[src/rtl/regfile_wb_pkg.sv]
// Shared constants and the writeback queue entry type for the register-file
// writeback scoreboard.
package regfile_wb_pkg;
  localparam int REG_W     = 5;
  localparam int DATA_W    = 32;
  localparam int NUM_REGS  = 32;
  localparam int DEPTH_DEF = 4;
  localparam int CNT_W_DEF = 2;

  typedef struct packed {
    logic [REG_W-1:0]  dest;
    logic [DATA_W-1:0] data;
  } wb_entry_t;
endpackage

[src/rtl/regfile_wb_if.sv]
// Issue, writeback, regfile-write and operand-query signals of regfile_wb.
// Handshake rule: a transfer happens on a rising edge where valid and ready are both high.
interface regfile_wb_if;
  import regfile_wb_pkg::*;

  logic              issue_valid;
  logic [REG_W-1:0]  issue_dest;
  logic              issue_ready;
  logic              wb_valid;
  logic [REG_W-1:0]  wb_dest;
  logic [DATA_W-1:0] wb_data;
  logic              wb_ready;
  logic              rf_wr_ready;
  logic              rf_we;
  logic [REG_W-1:0]  rf_waddr;
  logic [DATA_W-1:0] rf_wdata;
  logic [REG_W-1:0]  raddr1;
  logic [REG_W-1:0]  raddr2;
  logic              busy1;
  logic              busy2;
  logic              fwd1;
  logic              fwd2;
  logic [DATA_W-1:0] fwd_data1;
  logic [DATA_W-1:0] fwd_data2;

  modport slave (
    input  issue_valid, issue_dest, wb_valid, wb_dest, wb_data, rf_wr_ready, raddr1, raddr2,
    output issue_ready, wb_ready, rf_we, rf_waddr, rf_wdata,
    output busy1, busy2, fwd1, fwd2, fwd_data1, fwd_data2
  );

  modport master (
    output issue_valid, issue_dest, wb_valid, wb_dest, wb_data, rf_wr_ready, raddr1, raddr2,
    input  issue_ready, wb_ready, rf_we, rf_waddr, rf_wdata,
    input  busy1, busy2, fwd1, fwd2, fwd_data1, fwd_data2
  );
endinterface

[src/rtl/regfile_wb_fifo.sv]
// In-order writeback queue; every entry is exposed oldest-first with a valid
// bit so the owner can CAM-search it.
module wb_fifo
  import regfile_wb_pkg::*;
#(
  parameter int DEPTH = DEPTH_DEF
) (
  input  logic             clk,
  input  logic             resetn,
  input  logic             push_i,
  input  wb_entry_t        push_entry_i,
  input  logic             pop_i,
  output wb_entry_t        head_o,
  output logic             empty_o,
  output logic             full_o,
  output wb_entry_t        entry_o [DEPTH],
  output logic [DEPTH-1:0] entry_vld_o
);
  localparam int AW = $clog2(DEPTH);

  logic [AW:0] wr_ptr_q, wr_ptr_d, rd_ptr_q, rd_ptr_d, count;
  logic        push_ok, pop_ok;
  wb_entry_t   mem_q [DEPTH];

  // Extra pointer MSB separates full from empty when the index bits match.
  assign empty_o = (wr_ptr_q == rd_ptr_q);
  assign full_o  = (wr_ptr_q[AW] != rd_ptr_q[AW]) && (wr_ptr_q[AW-1:0] == rd_ptr_q[AW-1:0]);
  assign push_ok = push_i && !full_o;
  assign pop_ok  = pop_i && !empty_o;
  assign wr_ptr_d = wr_ptr_q + {{AW{1'b0}}, push_ok};
  assign rd_ptr_d = rd_ptr_q + {{AW{1'b0}}, pop_ok};
  assign count    = wr_ptr_q - rd_ptr_q;
  assign head_o   = mem_q[rd_ptr_q[AW-1:0]];

  always_ff @(posedge clk or negedge resetn) begin
    if (!resetn) begin
      wr_ptr_q <= '0;
      rd_ptr_q <= '0;
    end else begin
      wr_ptr_q <= wr_ptr_d;
      rd_ptr_q <= rd_ptr_d;
    end
  end

  always_ff @(posedge clk) begin
    if (push_ok) mem_q[wr_ptr_q[AW-1:0]] <= push_entry_i;
  end

  always_comb begin
    for (int i = 0; i < DEPTH; i++) begin
      entry_o[i]     = mem_q[rd_ptr_q[AW-1:0] + AW'(i)];
      entry_vld_o[i] = ((AW+1)'(i) < count);
    end
  end
endmodule

[src/rtl/regfile_wb.sv]
// Writeback scoreboard: per-register outstanding-write counters, an in-order
// writeback queue in front of the regfile write port, and operand forwarding.
module regfile_wb
  import regfile_wb_pkg::*;
#(
  parameter int DEPTH = DEPTH_DEF,
  parameter int CNT_W = CNT_W_DEF
) (
  input logic         clk,
  input logic         resetn,
  regfile_wb_if.slave bus
);
  localparam logic [CNT_W-1:0] CNT_MAX = '1;

  logic [CNT_W-1:0] outst_q [NUM_REGS];
  logic [CNT_W-1:0] outst_d [NUM_REGS];
  logic             issue_hs, wb_hs, push, pop, fifo_empty, fifo_full;
  wb_entry_t        head, push_entry;
  wb_entry_t        entries [DEPTH];
  logic [DEPTH-1:0] entry_vld;
  logic             hit1, hit2;
  logic [DATA_W-1:0] hit_data1, hit_data2;

  assign bus.issue_ready = !((bus.issue_dest != '0) && (outst_q[bus.issue_dest] == CNT_MAX));
  assign bus.wb_ready    = !fifo_full;
  assign issue_hs   = bus.issue_valid && bus.issue_ready;
  assign wb_hs      = bus.wb_valid && bus.wb_ready;
  assign push       = wb_hs && (bus.wb_dest != '0);
  assign pop        = !fifo_empty && bus.rf_wr_ready;
  assign push_entry = '{dest: bus.wb_dest, data: bus.wb_data};

  wb_fifo #(.DEPTH(DEPTH)) u_fifo (
    .clk          (clk),
    .resetn       (resetn),
    .push_i       (push),
    .push_entry_i (push_entry),
    .pop_i        (pop),
    .head_o       (head),
    .empty_o      (fifo_empty),
    .full_o       (fifo_full),
    .entry_o      (entries),
    .entry_vld_o  (entry_vld)
  );

  assign bus.rf_we    = pop;
  assign bus.rf_waddr = fifo_empty ? '0 : head.dest;
  assign bus.rf_wdata = fifo_empty ? '0 : head.data;

  // Simultaneous issue and writeback to one register cancel; a writeback never drops below zero.
  always_comb begin
    logic inc, dec;
    inc = 1'b0;
    dec = 1'b0;
    outst_d[0] = '0;
    for (int r = 1; r < NUM_REGS; r++) begin
      outst_d[r] = outst_q[r];
      inc = issue_hs && (bus.issue_dest == REG_W'(r));
      dec = wb_hs && (bus.wb_dest == REG_W'(r));
      if (inc && !dec) outst_d[r] = outst_q[r] + 1'b1;
      else if (dec && !inc && (outst_q[r] != '0)) outst_d[r] = outst_q[r] - 1'b1;
    end
  end

  always_ff @(posedge clk or negedge resetn) begin
    if (!resetn) begin
      for (int r = 0; r < NUM_REGS; r++) outst_q[r] <= '0;
    end else begin
      outst_q <= outst_d;
    end
  end

  // Entries are ordered oldest-first, so the last hit is the youngest.
  always_comb begin
    hit1      = 1'b0;
    hit2      = 1'b0;
    hit_data1 = '0;
    hit_data2 = '0;
    for (int i = 0; i < DEPTH; i++) begin
      if (entry_vld[i] && (entries[i].dest == bus.raddr1)) begin
        hit1      = 1'b1;
        hit_data1 = entries[i].data;
      end
      if (entry_vld[i] && (entries[i].dest == bus.raddr2)) begin
        hit2      = 1'b1;
        hit_data2 = entries[i].data;
      end
    end
  end

  assign bus.busy1     = (bus.raddr1 != '0) && (outst_q[bus.raddr1] != '0);
  assign bus.busy2     = (bus.raddr2 != '0) && (outst_q[bus.raddr2] != '0);
  assign bus.fwd1      = (bus.raddr1 != '0) && !bus.busy1 && hit1;
  assign bus.fwd2      = (bus.raddr2 != '0) && !bus.busy2 && hit2;
  assign bus.fwd_data1 = bus.fwd1 ? hit_data1 : '0;
  assign bus.fwd_data2 = bus.fwd2 ? hit_data2 : '0;
endmodule

[src/flat_wrapper.sv]
// flat-port wrapper written by rule: the top's interface ports become plain ports
module regfile_wb_flat import regfile_wb_pkg::*;
#(
  parameter int DEPTH = DEPTH_DEF,
  parameter int CNT_W = CNT_W_DEF
)
  (clk, resetn, bus_issue_valid, bus_issue_dest, bus_wb_valid, bus_wb_dest, bus_wb_data, bus_rf_wr_ready, bus_raddr1, bus_raddr2, bus_issue_ready, bus_wb_ready, bus_rf_we, bus_rf_waddr, bus_rf_wdata, bus_busy1, bus_busy2, bus_fwd1, bus_fwd2, bus_fwd_data1, bus_fwd_data2);
  regfile_wb_if bus_i ();
  input logic clk;
  input logic resetn;
  input wire logic [$bits(bus_i.issue_valid)-1:0] bus_issue_valid;
  input wire logic [$bits(bus_i.issue_dest)-1:0] bus_issue_dest;
  input wire logic [$bits(bus_i.wb_valid)-1:0] bus_wb_valid;
  input wire logic [$bits(bus_i.wb_dest)-1:0] bus_wb_dest;
  input wire logic [$bits(bus_i.wb_data)-1:0] bus_wb_data;
  input wire logic [$bits(bus_i.rf_wr_ready)-1:0] bus_rf_wr_ready;
  input wire logic [$bits(bus_i.raddr1)-1:0] bus_raddr1;
  input wire logic [$bits(bus_i.raddr2)-1:0] bus_raddr2;
  output wire logic [$bits(bus_i.issue_ready)-1:0] bus_issue_ready;
  output wire logic [$bits(bus_i.wb_ready)-1:0] bus_wb_ready;
  output wire logic [$bits(bus_i.rf_we)-1:0] bus_rf_we;
  output wire logic [$bits(bus_i.rf_waddr)-1:0] bus_rf_waddr;
  output wire logic [$bits(bus_i.rf_wdata)-1:0] bus_rf_wdata;
  output wire logic [$bits(bus_i.busy1)-1:0] bus_busy1;
  output wire logic [$bits(bus_i.busy2)-1:0] bus_busy2;
  output wire logic [$bits(bus_i.fwd1)-1:0] bus_fwd1;
  output wire logic [$bits(bus_i.fwd2)-1:0] bus_fwd2;
  output wire logic [$bits(bus_i.fwd_data1)-1:0] bus_fwd_data1;
  output wire logic [$bits(bus_i.fwd_data2)-1:0] bus_fwd_data2;
  assign bus_i.issue_valid = bus_issue_valid;
  assign bus_i.issue_dest = bus_issue_dest;
  assign bus_i.wb_valid = bus_wb_valid;
  assign bus_i.wb_dest = bus_wb_dest;
  assign bus_i.wb_data = bus_wb_data;
  assign bus_i.rf_wr_ready = bus_rf_wr_ready;
  assign bus_i.raddr1 = bus_raddr1;
  assign bus_i.raddr2 = bus_raddr2;
  assign bus_issue_ready = bus_i.issue_ready;
  assign bus_wb_ready = bus_i.wb_ready;
  assign bus_rf_we = bus_i.rf_we;
  assign bus_rf_waddr = bus_i.rf_waddr;
  assign bus_rf_wdata = bus_i.rf_wdata;
  assign bus_busy1 = bus_i.busy1;
  assign bus_busy2 = bus_i.busy2;
  assign bus_fwd1 = bus_i.fwd1;
  assign bus_fwd2 = bus_i.fwd2;
  assign bus_fwd_data1 = bus_i.fwd_data1;
  assign bus_fwd_data2 = bus_i.fwd_data2;
  regfile_wb #(.DEPTH(DEPTH), .CNT_W(CNT_W)) u_core (.clk(clk), .resetn(resetn), .bus(bus_i));
endmodule
[config.mk]
export PLATFORM = sky130hd
export DESIGN_NAME = regfile_wb_flat
export DESIGN_NICKNAME = d
export VERILOG_FILES = /design/src/rtl/regfile_wb_pkg.sv /design/src/rtl/regfile_wb_if.sv /design/src/rtl/regfile_wb_fifo.sv /design/src/rtl/regfile_wb.sv /design/src/flat_wrapper.sv
export SDC_FILE = /design/constraint.sdc
export NUM_CORES = 1
export LEC_CHECK = 0
export BUFFER_PORTS_ARGS = -buffer_cell sky130_fd_sc_hd__buf_4
export CAP_MARGIN = 20
export CORE_ASPECT_RATIO = 1.1
export CORE_MARGIN = 5
export CORE_UTILIZATION = 61
export DETAILED_ROUTE_END_ITERATION = 10
export GPL_TIMING_DRIVEN = 0
export PLACE_DENSITY = 0.82
export SETUP_SLACK_MARGIN = 0.3
export SLEW_MARGIN = 0
export SYNTH_ARGS = -nofsm -noshare
export SYNTH_HDL_FRONTEND = slang
export SYNTH_SLANG_ARGS = --single-unit
[constraint.sdc]
create_clock -name clk -period 6.6 [get_ports clk]
set_clock_uncertainty 0.2 [all_clocks]
set_input_delay 0.99 -clock clk [delete_from_list [all_inputs] [get_ports clk]]
set_output_delay 0.99 -clock clk [all_outputs]
set_load 0.005 [all_outputs]
=== After elaboration in Yosys (flattened, before gate mapping) ===
Memory sizes are Yosys's and may differ from the RTL's.
Cells that the tools add are included.

* Output and inout bits: 108
* Logic and storage cells: 591
* Flip-flop bits (word level): 68
* Bits in writable memories: 148
* Input port bits: 57
* Memories kept: 1

* Muxes and demuxes: 93
* $add $sub $neg: 68
* Reductions and logical operators: 312
* $lt $le $gt $ge: 7
* Bitwise operators: 3
* Eq/ne operators: 74

{| class="wikitable"
|+ Memories
! memory !! depth !! width !! read ports !! clocked after memory_dff !! wr ports !! line !! source
|-
| u_core.u_fifo.mem_q || 4 || 37 || 4 || 0 || 1 || regfile_wb_fifo.sv:23 || <nowiki>wb_entry_t mem_q [DEPTH];</nowiki>
|}

{| class="wikitable"
|+ Operators with widths
! cell !! number
|-
| $mux 32 || 11
|-
| $logic_and 1x1->1 || 177
|-
| $eq 5x5->1 const B || 32
|-
| $mux 2 || 68
|-
| $reduce_bool 2->1 || 64
|-
| $eq 5x4->1 const B || 16
|-
| $logic_not 1->1 || 67
|-
| $add 2x1->2 const B || 32
|-
| $sub 2x1->2 const B || 31
|-
| $eq 5x3->1 const B || 8
|-
| $eq 5x5->1 || 8
|-
| $bmux 2 s5 || 3
|-
| $eq 5x2->1 const B || 4
|-
| $reduce_bool 5->1 || 4
|-
| $ge 6x6->1 const B || 3
|-
| $not 5->6 || 3
|-
| $eq 5x1->1 const B || 2
|-
| $mux 1 || 10
|-
| $add 3x1->3 || 2
|-
| $lt 1x3->1 const A || 2
|-
| $lt 2x3->1 const A || 2
|-
| $mux 5 || 1
|-
| $add 2x2->2 const B || 2
|-
| $eq 3x3->1 || 1
|-
| 4 further kinds || 4
|}

=== Depth between registers and ports, before layout ===
Gate-level depths: netlist of the first run.

* Depth after elaboration: 14
* Mapped depth: 16
* Mapped depth without buffers: 11

=== Modules after synthesis ===
Synthesis of the first run repeated with hierarchy kept, for this count alone.

* Cells, all modules: 1,476
* Area, all modules: 16,867.4 µm²

{| class="wikitable"
|+ By module, submodules not included
! module !! cells an instance !! times used !! area each (µm²) !! sequential area each (µm²)
|-
| wb_fifo || 406 || 1 || 8,798.4 || 4,594.4
|-
| regfile_wb || 1,070 || 1 || 8,069.0 || 1,551.5
|}

=== Worst setup path after synthesis of the first run ===
OpenSTA, ideal clock, no wires.

* Kind: reg-to-reg
* From: register u_core.u_fifo.rd_ptr_q[1]
* To: memory u_core.u_fifo.mem_q[0][0] in the netlist's numbering (enable)
* Stages on the path, launching flop included: 12
* Data arrival time: 5.095 ns
* Path slack: 0.820 ns
* Required time: 5.915 ns
* Path buffers: 5
* Setup time: 0.485 ns
* Period minus slack after synthesis: 5.780 ns
* Path through: dfrtp_1 buf_2 buf_2 buf_2 buf_2 buf_2 inv_1 ha_1 nand2_1 o21ai_1 a21oi_1 nor3b_1

* Cells in the longest elaborated chain, start to end: 8

{| class="wikitable"
|+ RTL lines
! what !! line !! source
|-
| start: declaration || regfile_wb_fifo.sv:21 || <nowiki>logic [AW:0] wr_ptr_q, wr_ptr_d, rd_ptr_q, rd_ptr_d, count;</nowiki>
|-
| start signal: assignment || regfile_wb_fifo.sv:41 || <nowiki>rd_ptr_q <= rd_ptr_d;</nowiki>
|-
| $eq 2x2->1 * || regfile_wb_fifo.sv:27 || <nowiki>assign full_o = (wr_ptr_q[AW] != rd_ptr_q[AW]) && (wr_ptr_q[AW-1:0] == rd_ptr_q[AW-1:0]);</nowiki>
|-
| $logic_and 1x1->1 * || regfile_wb_fifo.sv:27 ||
|-
| $logic_not 1->1 * || regfile_wb_fifo.sv:28, regfile_wb.sv:25 ||
|-
| $logic_and 1x1->1 || regfile_wb.sv:27 || <nowiki>assign wb_hs = bus.wb_valid && bus.wb_ready;</nowiki>
|-
| $logic_and 1x1->1 || regfile_wb.sv:28 || <nowiki>assign push = wb_hs && (bus.wb_dest != '0);</nowiki>
|-
| $logic_and 1x1->1 * || regfile_wb_fifo.sv:28 || <nowiki>assign push_ok = push_i && !full_o;</nowiki>
|-
| $mux 1 * || regfile_wb_fifo.sv:46 || <nowiki>if (push_ok) mem_q[wr_ptr_q[AW-1:0]] <= push_entry_i;</nowiki>
|-
| $mux 1 (not written as such) * || regfile_wb_fifo.sv:46 ||
|-
| end: declaration || regfile_wb_fifo.sv:23 ||
|}

Mark *: on every way between the ends. The rest lies on a longest branch, timed or not.

=== Worst setup path after layout of the first run ===
* From: register u_core.u_fifo.rd_ptr_q[1]
* To: output bus_fwd_data1[12]

* Cells in the longest elaborated chain, start to end: 9
* Elaborated cells between the ends (all ways): 27
* Those cells by class: 4 x add/sub; 4 x order compare; 4 x eq/ne; 9 x mux; 5 x reduce/logical; 1 x memory

{| class="wikitable"
|+ RTL lines
! what !! line !! source
|-
| $sub 3x3->3 (tied with other cells) || regfile_wb_fifo.sv:32 || <nowiki>assign count = wr_ptr_q - rd_ptr_q;</nowiki>
|-
| $lt 1x3->1 (tied with other cells) || regfile_wb_fifo.sv:52 || <nowiki>entry_vld_o[i] = ((AW+1)'(i) < count);</nowiki>
|-
| $logic_and 1x1->1 or $eq 5x5->1 (tied branches) || regfile_wb.sv:79 || <nowiki>if (entry_vld[i] && (entries[i].dest == bus.raddr1)) begin</nowiki>
|-
| $mux 1 or $logic_and 1x1->1 (tied branches) || regfile_wb.sv:79 ||
|-
| $mux 1 (3 in series) || regfile_wb.sv:79 ||
|-
| $logic_and 1x1->1 || regfile_wb.sv:92 || <nowiki>assign bus.fwd1 = (bus.raddr1 != '0) && !bus.busy1 && hit1;</nowiki>
|-
| $mux 32 * || regfile_wb.sv:94 || <nowiki>assign bus.fwd_data1 = bus.fwd1 ? hit_data1 : '0;</nowiki>
|-
| end: declaration || flat_wrapper.sv:28 || <nowiki>output wire logic [$bits(bus_i.fwd_data1)-1:0] bus_fwd_data1;</nowiki>
|}

Marked as above.

==> results of run 1 <==
-- kinds of logic (layout without fill, tap and decap cells) --
| group | count (synthesis) | in the layout | synth area share, % |
|---|---|---|---|
| AOI/OAI and AO/OA | 401 | 401 | 18.3 |
| DFF | 216 | 216 | 38.9 |
| and+or+nand+nor | 498 | 498 | 14.8 |
| xor gates and xnor gates | 67 | 67 | 3.80 |
| adders and majority gates | 7 | 7 | 0.601 |
| buffers and inverters | 153 | 358 | 4.14 |
| muxes | 247 | 247 | 19.5 |
-- Yosys cell counts (13+ instances only) --
master,count
a211oi_1,23
a21oi_1,92
a22oi_1,20
buf_2,31
clkbuf_1,88
dfrtp_1,68
edfxtp_1,148
inv_1,13
mux2_2,67
mux2i_1,138
mux4_2,42
nand2_1,102
nand3_1,29
nor2_1,184
nor3_1,47
nor4_1,54
o211a_1,32
o21ai_0,46
o22a_1,42
o22ai_1,33
o31ai_1,32
o41a_1,32
or3_1,22
xnor2_1,49
xor2_1,17
-- power by group --
group	switching [µW]	internal, µW	leakage [µW]	total, µW
logic	3120	1900	0.00484	5020
registers	249	1790	0.00219	2040
clock network	592	890	0.000407	1480
total	3970	4570	0.00744	8540
-- what timing repair did --
action | 4_1_cts | 5_1_grt
setup endpoints to repair | 65 | 64
gates cloned | 0 | 0
gates resized for setup | 6 | 16
pin swaps | 0 | 0
-- per-stage QoR --
stage / utilization, % / std cells / area [µm²] / hold WS (ns) / setup WS, ns
CTS: 72.5 / 2139 / 18400 / 0.316 / 0.303
global route: 72.6 / 2140 / 18500 / 0.331 / 0.314
global placement: 68.4 / 2087 / 17400 / 0.284 / -2.57
finish: 72.6 / 2140 / 18500 / 0.330 / 0.314
detailed placement: 69.0 / 2094 / 17500 / 0.309 / 0.248
floorplan: - / 1589 / 15800 / 0.273 / 0.820
-- state kept, by name, indices dropped and copies added, names as in the netlist --
register,flops
u_core.u_fifo.rd_ptr_q,3
u_core.u_fifo.wr_ptr_q,3
u_core.u_fifo.mem_q,148
u_core.outst_q,62
-- path summary, 6_finish.rpt --
path	endpoint	slack (ns)	cells after the start
min reg2reg	u_core.u_fifo.wr_ptr_q[2]$_DFF_PN0_	0.33	1
max in group asynchronous	u_core.outst_q[9]$_DFFE_PN0P_	5.23	1
max	bus_fwd_data1[12]	0.31	16
max reg2reg	u_core.outst_q[19]$_DFFE_PN0P_	1.90	15
min in group asynchronous	u_core.outst_q[35]$_DFFE_PN0P_	0.39	1
min	u_core.u_fifo.wr_ptr_q[2]$_DFF_PN0_	0.33	1
-- final cells by class --
type | instances | area [µm²]
well taps | 346 | 433
clock inverters | 20 | 244
inverters | 16 | 60.1
flip-flops and latches | 216 | 6150
plain buffers | 137 | 621
repair buffers | 160 | 1260
clock buffers | 25 | 626
fillers | 1859 | 6970
multi-input cells | 1220 | 9060
-- per-layer routing --
layer  vias to the layer above  share of wire [%]  global-route usage, %
met3                       344                 12                   8.05
li1                       6489                  -                      -
met1                      7187                 34                   43.7
met5                         -              0.020                      0
met4                         2                6.3                   20.9
met2                      1363                 47                   59.9
==> reports/qor.txt, run 1 <==
outcome: completed
starting density of the core: 62.2%
Yosys cell types: 62
Synth Warn #: 0
Required @ worst endpoint: 5.41 ns
slowest stage cell, crit path: fa_1
largest net degree at the start of global routing: 69
CP endpoint kind: output port
Synth Instances: 1589
Post-Syn Nets: 1653
vias per cell: 7.19
worst slew pin tran: 1.08 ns
WL final: 55200 µm
Core Area: 25400 µm²
average size of a mapped cell: 9.95 µm²
CP Buf/Inv Count: 9
Synth area leaders: edfxtp_1 (28%), dfrtp_1 (11%), mux2i_1 (8.7%)
Yosys top cell by area: edfxtp_1
Setup crit start kind: register
max_cap viols: 0
Routed Antenna Nets: 0
crit path time final: 6.29 ns
Setup Fix Bufs, Post-CTS: 0
area growth from synthesis to layout: 16.7%
vias in the first global route: 15158
ANT cells: 0
Hold Violations, Final: 0
num ports: 165
first-pass GRT wire length: 83300 µm
fmax: 0.159 GHz
PnR Total Power: 8540 µW
Async S/R FF share, synth: 31.5%
setup violators final: 0
Power Dens Cells: 463 nW/µm²
clk sink count: 216
die area: 29300 µm²
initial DRC count: 2195
Clock Pin Slew Worst Setup and Hold Paths: 0.06 ns
gpl congestion: 1.01
Setup CP Type: register to output port
RSZ-0062 raised after global routing: no
number of synthesized flops with an enable pin: 148
synthesized area: 15800 µm²
Slew HR: 28.0%
most frequent cells in the layout: nor2_1 (181), buf_4 (155), edfxtp_1 (148)
worst-case clock buffer depth: 3
Critical R2R Launch: u_core.u_fifo.rd_ptr_q[1]$_DFF_PN0_
IR drop worst, VDD: 0.000295 V
initial antenna violation count: 1
Worst path max stage delay: 0.43 ns
Main synth FF type: edfxtp_1
die height: 179 µm
worst-skew pair later-pin latency: 0.53 ns
fraction of layout cells with a size suffix above 1: 20.8%
drt first pass iters: 8
max-slew violation count: 0
Hold Crit Start: u_core.u_fifo.wr_ptr_q[2]$_DFF_PN0_
hold_buf cts: 0
gr ovfl total: 0
crit path from: u_core.u_fifo.rd_ptr_q[1]$_DFF_PN0_
synthesized flop and latch total: 216
WP data arrival: 5.10 ns
htree depth: 1
worst hold path type: register to register
All-Layer GR Usage: 36.2%
Tcrit/Tclk final: 95.2%
worst-path cell chain: clkbuf_4 > buf_4 > buf_2 > clkbuf_4 > buf_4 > inv_1 > fa_1 > xnor3_1 > nor2_1 > or3_1 > buf_2 > nand2b_1 > clkbuf_4 > o22ai_1 > o211a_1 > buf_4
HPWL after DPL: 38800 µm
Residual DRC: 0
Vias: 15385
Cell Rows: 61
Port Buffer Count: 152
family with the most delay on the worst path: buffers and inverters
Synth top area share: 28.1%
largest fanout on the critical path: 10
DR WL/cell: 25.8 µm
Seq/Total Area, Yosys: 38.9%
layout net count: 1840
commonest non-fill, non-tap cell in the layout: nor2_1
die width: 164 µm
total CTS buffers: 25
Leakage: 0.00744 µW
Clock Root Buffer: clkbuf_16
TNS Setup: 0 ns
CTS tree: done
(Power assumes the default switching activity.)
==> run 2, diff against run 1 <==
--- a/config.mk
+++ b/config.mk
@@ -12,7 +12,7 @@
 export CORE_UTILIZATION = 61
 export DETAILED_ROUTE_END_ITERATION = 10
 export GPL_TIMING_DRIVEN = 0
-export PLACE_DENSITY = 0.82
+export PLACE_DENSITY_LB_ADDON = 0.2
 export SETUP_SLACK_MARGIN = 0.3
 export SLEW_MARGIN = 0
 export SYNTH_ARGS = -nofsm -noshare
==> run 2 against run 1 <==
The flow now finishes with violations (DRC); via count decreased by 1.0%; sequential share of layout area is 0.077 points higher; global-route usage grew 0.43 points; die area unchanged; critical path type unchanged.
==> reports/qor.txt, run 2 (synthesis gave the netlist of run 1 again) <==
vias per cell: 7.12 (-0.99%)
area growth from synthesis to layout: 16.4%
drt first pass iters: 9 (+1)
crit path time final: 6.19 ns (-0.0931 ns)
Power Dens Cells: 460 nW/µm² (-0.59%)
WL final: 54700 µm (-0.77%)
Layout Utilization: 72.4% (-0.17 points)
Hold Violations, Final: 0 (unchanged)
hold_buf cts: 0 (unchanged)
die height: 179 µm (unchanged)
hold slack: 0.315 ns (-0.0155 ns)
max reg flops: 148 (unchanged)
fmax: 0.161 GHz (+1.5%)
Fillers: 1925 (+3.6%)
largest fanout on the critical path: 10 (unchanged)
Cell Rows: 61 (unchanged)
RSZ-0062 raised after global routing: no
gpl congestion: 0.985 (-2.1%)
CTS tree: done
commonest non-fill, non-tap cell in the layout: nor2_1
die width: 164 µm (unchanged)
Tcrit/Tclk final: 93.8% (-1.4 points)
Leakage: 0.00743 µW (-0.14%)
Routed Antenna Nets: 0 (unchanged)
worst slew pin tran: 1.05 ns (-0.0262 ns)
initial DRC count: 1981 (-9.7%)
pre-CTS setup slack: 0.218 ns (-0.0307 ns)
final setup margin: 0.408 ns (+0.0931 ns)
starting density of the core: 62.2% (unchanged)
WP data arrival: 5.00 ns (-0.10 ns)
vias in the first global route: 15220 (+0.41%)
Required @ worst endpoint: 5.41 ns (about the same)
most frequent cells in the layout: nor2_1 (181), buf_4 (155), edfxtp_1 (148)
area taken by multi-input logic gates: 9080 µm² (+0.18%)
worst-skew pair later-pin latency: 0.53 ns (about the same)
worst hold path type: register to register
max-slew violation count: 0 (unchanged)
Clock Pin Slew Worst Setup and Hold Paths: 0.06 ns (about the same)
Core Area: 25400 µm² (unchanged)
Clock Root Buffer: clkbuf_16
htree depth: 1 (unchanged)
layout net count: 1839 (-0.054%)
worst-case clock buffer depth: 3 (unchanged)
HPWL after DPL: 38700 µm (about the same)
first-pass GRT wire length: 83800 µm (+0.66%)
Finished Layout Cells: 2139 (-0.047%)
Vias: 15226 (-1.0%)
DR WL/cell: 25.6 µm (-0.72%)
Setup CP Type: register to output port
fraction of layout cells with a size suffix above 1: 20.7% (-0.10 points)
CP endpoint kind: output port
ANT cells: 0 (unchanged)
Port Buffer Count: 152 (unchanged)
max_cap viols: 0 (unchanged)
sequential cell area: 6150 µm² (unchanged)
Slew HR: 28.8% (+0.76 points)
num ports: 165 (unchanged)
clk sink count: 216 (unchanged)
largest net degree at the start of global routing: 69 (unchanged)
All-Layer GR Usage: 36.6% (+0.43 points)
outcome: finished with violations
Setup crit start kind: register
Residual DRC: 1 (+1)
initial antenna violation count: 1 (unchanged)
gr ovfl total: 0 (unchanged)
IR drop worst, VDD: 0.000337 V (+14%)
die area: 29300 µm² (unchanged)
failing checks: DRC
setup violators final: 0 (unchanged)
placed cells: 2095 (+0.048%)
total CTS buffers: 24 (-4.0%)
run 2: cell count changes in the layout (fill, tap and decap cells not counted), moves of 2 or more:
cell / delta
clkbuf_1: +3
clkbuf_8: +2
buf_2: +3
clkinvlp_4: -4
clkinv_4: +2
bufinv_16: -2
run 2: final timing paths:
check,depth (start not counted),slack [ns],endpoint,startpoint
max reg2reg,15,1.97,u_core.outst_q[15]$_DFFE_PN0P_,u_core.u_fifo.rd_ptr_q[1]$_DFF_PN0_
min,1,0.31,u_core.u_fifo.rd_ptr_q[1]$_DFF_PN0_,u_core.u_fifo.rd_ptr_q[1]$_DFF_PN0_
max,16,0.41,bus_fwd_data1[12],u_core.u_fifo.rd_ptr_q[1]$_DFF_PN0_
min in group asynchronous,1,0.38,u_core.outst_q[42]$_DFFE_PN0P_,resetn
min reg2reg,1,0.31,u_core.u_fifo.rd_ptr_q[1]$_DFF_PN0_,u_core.u_fifo.rd_ptr_q[1]$_DFF_PN0_
max in group asynchronous,1,5.22,u_core.outst_q[31]$_DFFE_PN0P_,resetn
run 2: area by class of cell:
type | instances | area share [%]
multi-input combinational | 1220 | 49.3
sequential | 216 | 33.4
timing repair buffer | 160 | 6.78
clock buffer | 30 | 3.61
buffer | 137 | 3.34
tap | 346 | 2.35
clock inverter | 14 | 0.884
inverter | 16 | 0.326
run 2: power by group:
group	switching, µW	internal (µW)
logic	3110	1900
clock network	588	835
registers	249	1790
run 2: timing repair:
item | CTS | global route
buffers inserted | 0 | 0
endpoints found under the setup margin | 65 | 63
resized for setup | 8 | 12
gates cloned | 0 | 0
hold endpoints to repair | 0 | 0
run 2: critical path, stage by stage, from the launching register on:
cell and delay [ns]:
dfrtp_1 0.35, clkbuf_4 0.24, clkbuf_4 0.28, buf_2 0.29, clkbuf_4 0.31, buf_4 0.27
inv_1 0.11, fa_1 0.43, xnor3_1 0.36, nor2_1 0.13, or3_1 0.39, buf_2 0.19
nand2b_1 0.23, buf_2 0.33, o22ai_1 0.11, o211a_1 0.29, buf_4 0.16
run 2: routing by layer:
| layer | track usage (%) | up-vias | wire length [µm] |
|---|---|---|---|
| li1 | - | 6473 | - |
| met1 | 43.5 | 7263 | 19100 |
| met2 | 61.4 | 1192 | 26000 |
| met3 | 8.09 | 296 | 6140 |
| met4 | 21.4 | 2 | 3480 |
| met5 | 0 | - | 13 |
run 2: through the flow:
stage	total power [µW]	cell area, µm²	setup TNS [ns]
floorplan	5090	15800	0
global placement	6690	17400	-111.93
detailed placement	6810	17500	0
CTS	8270	18400	0
global route	8830	18400	0
finish	8470	18400	0
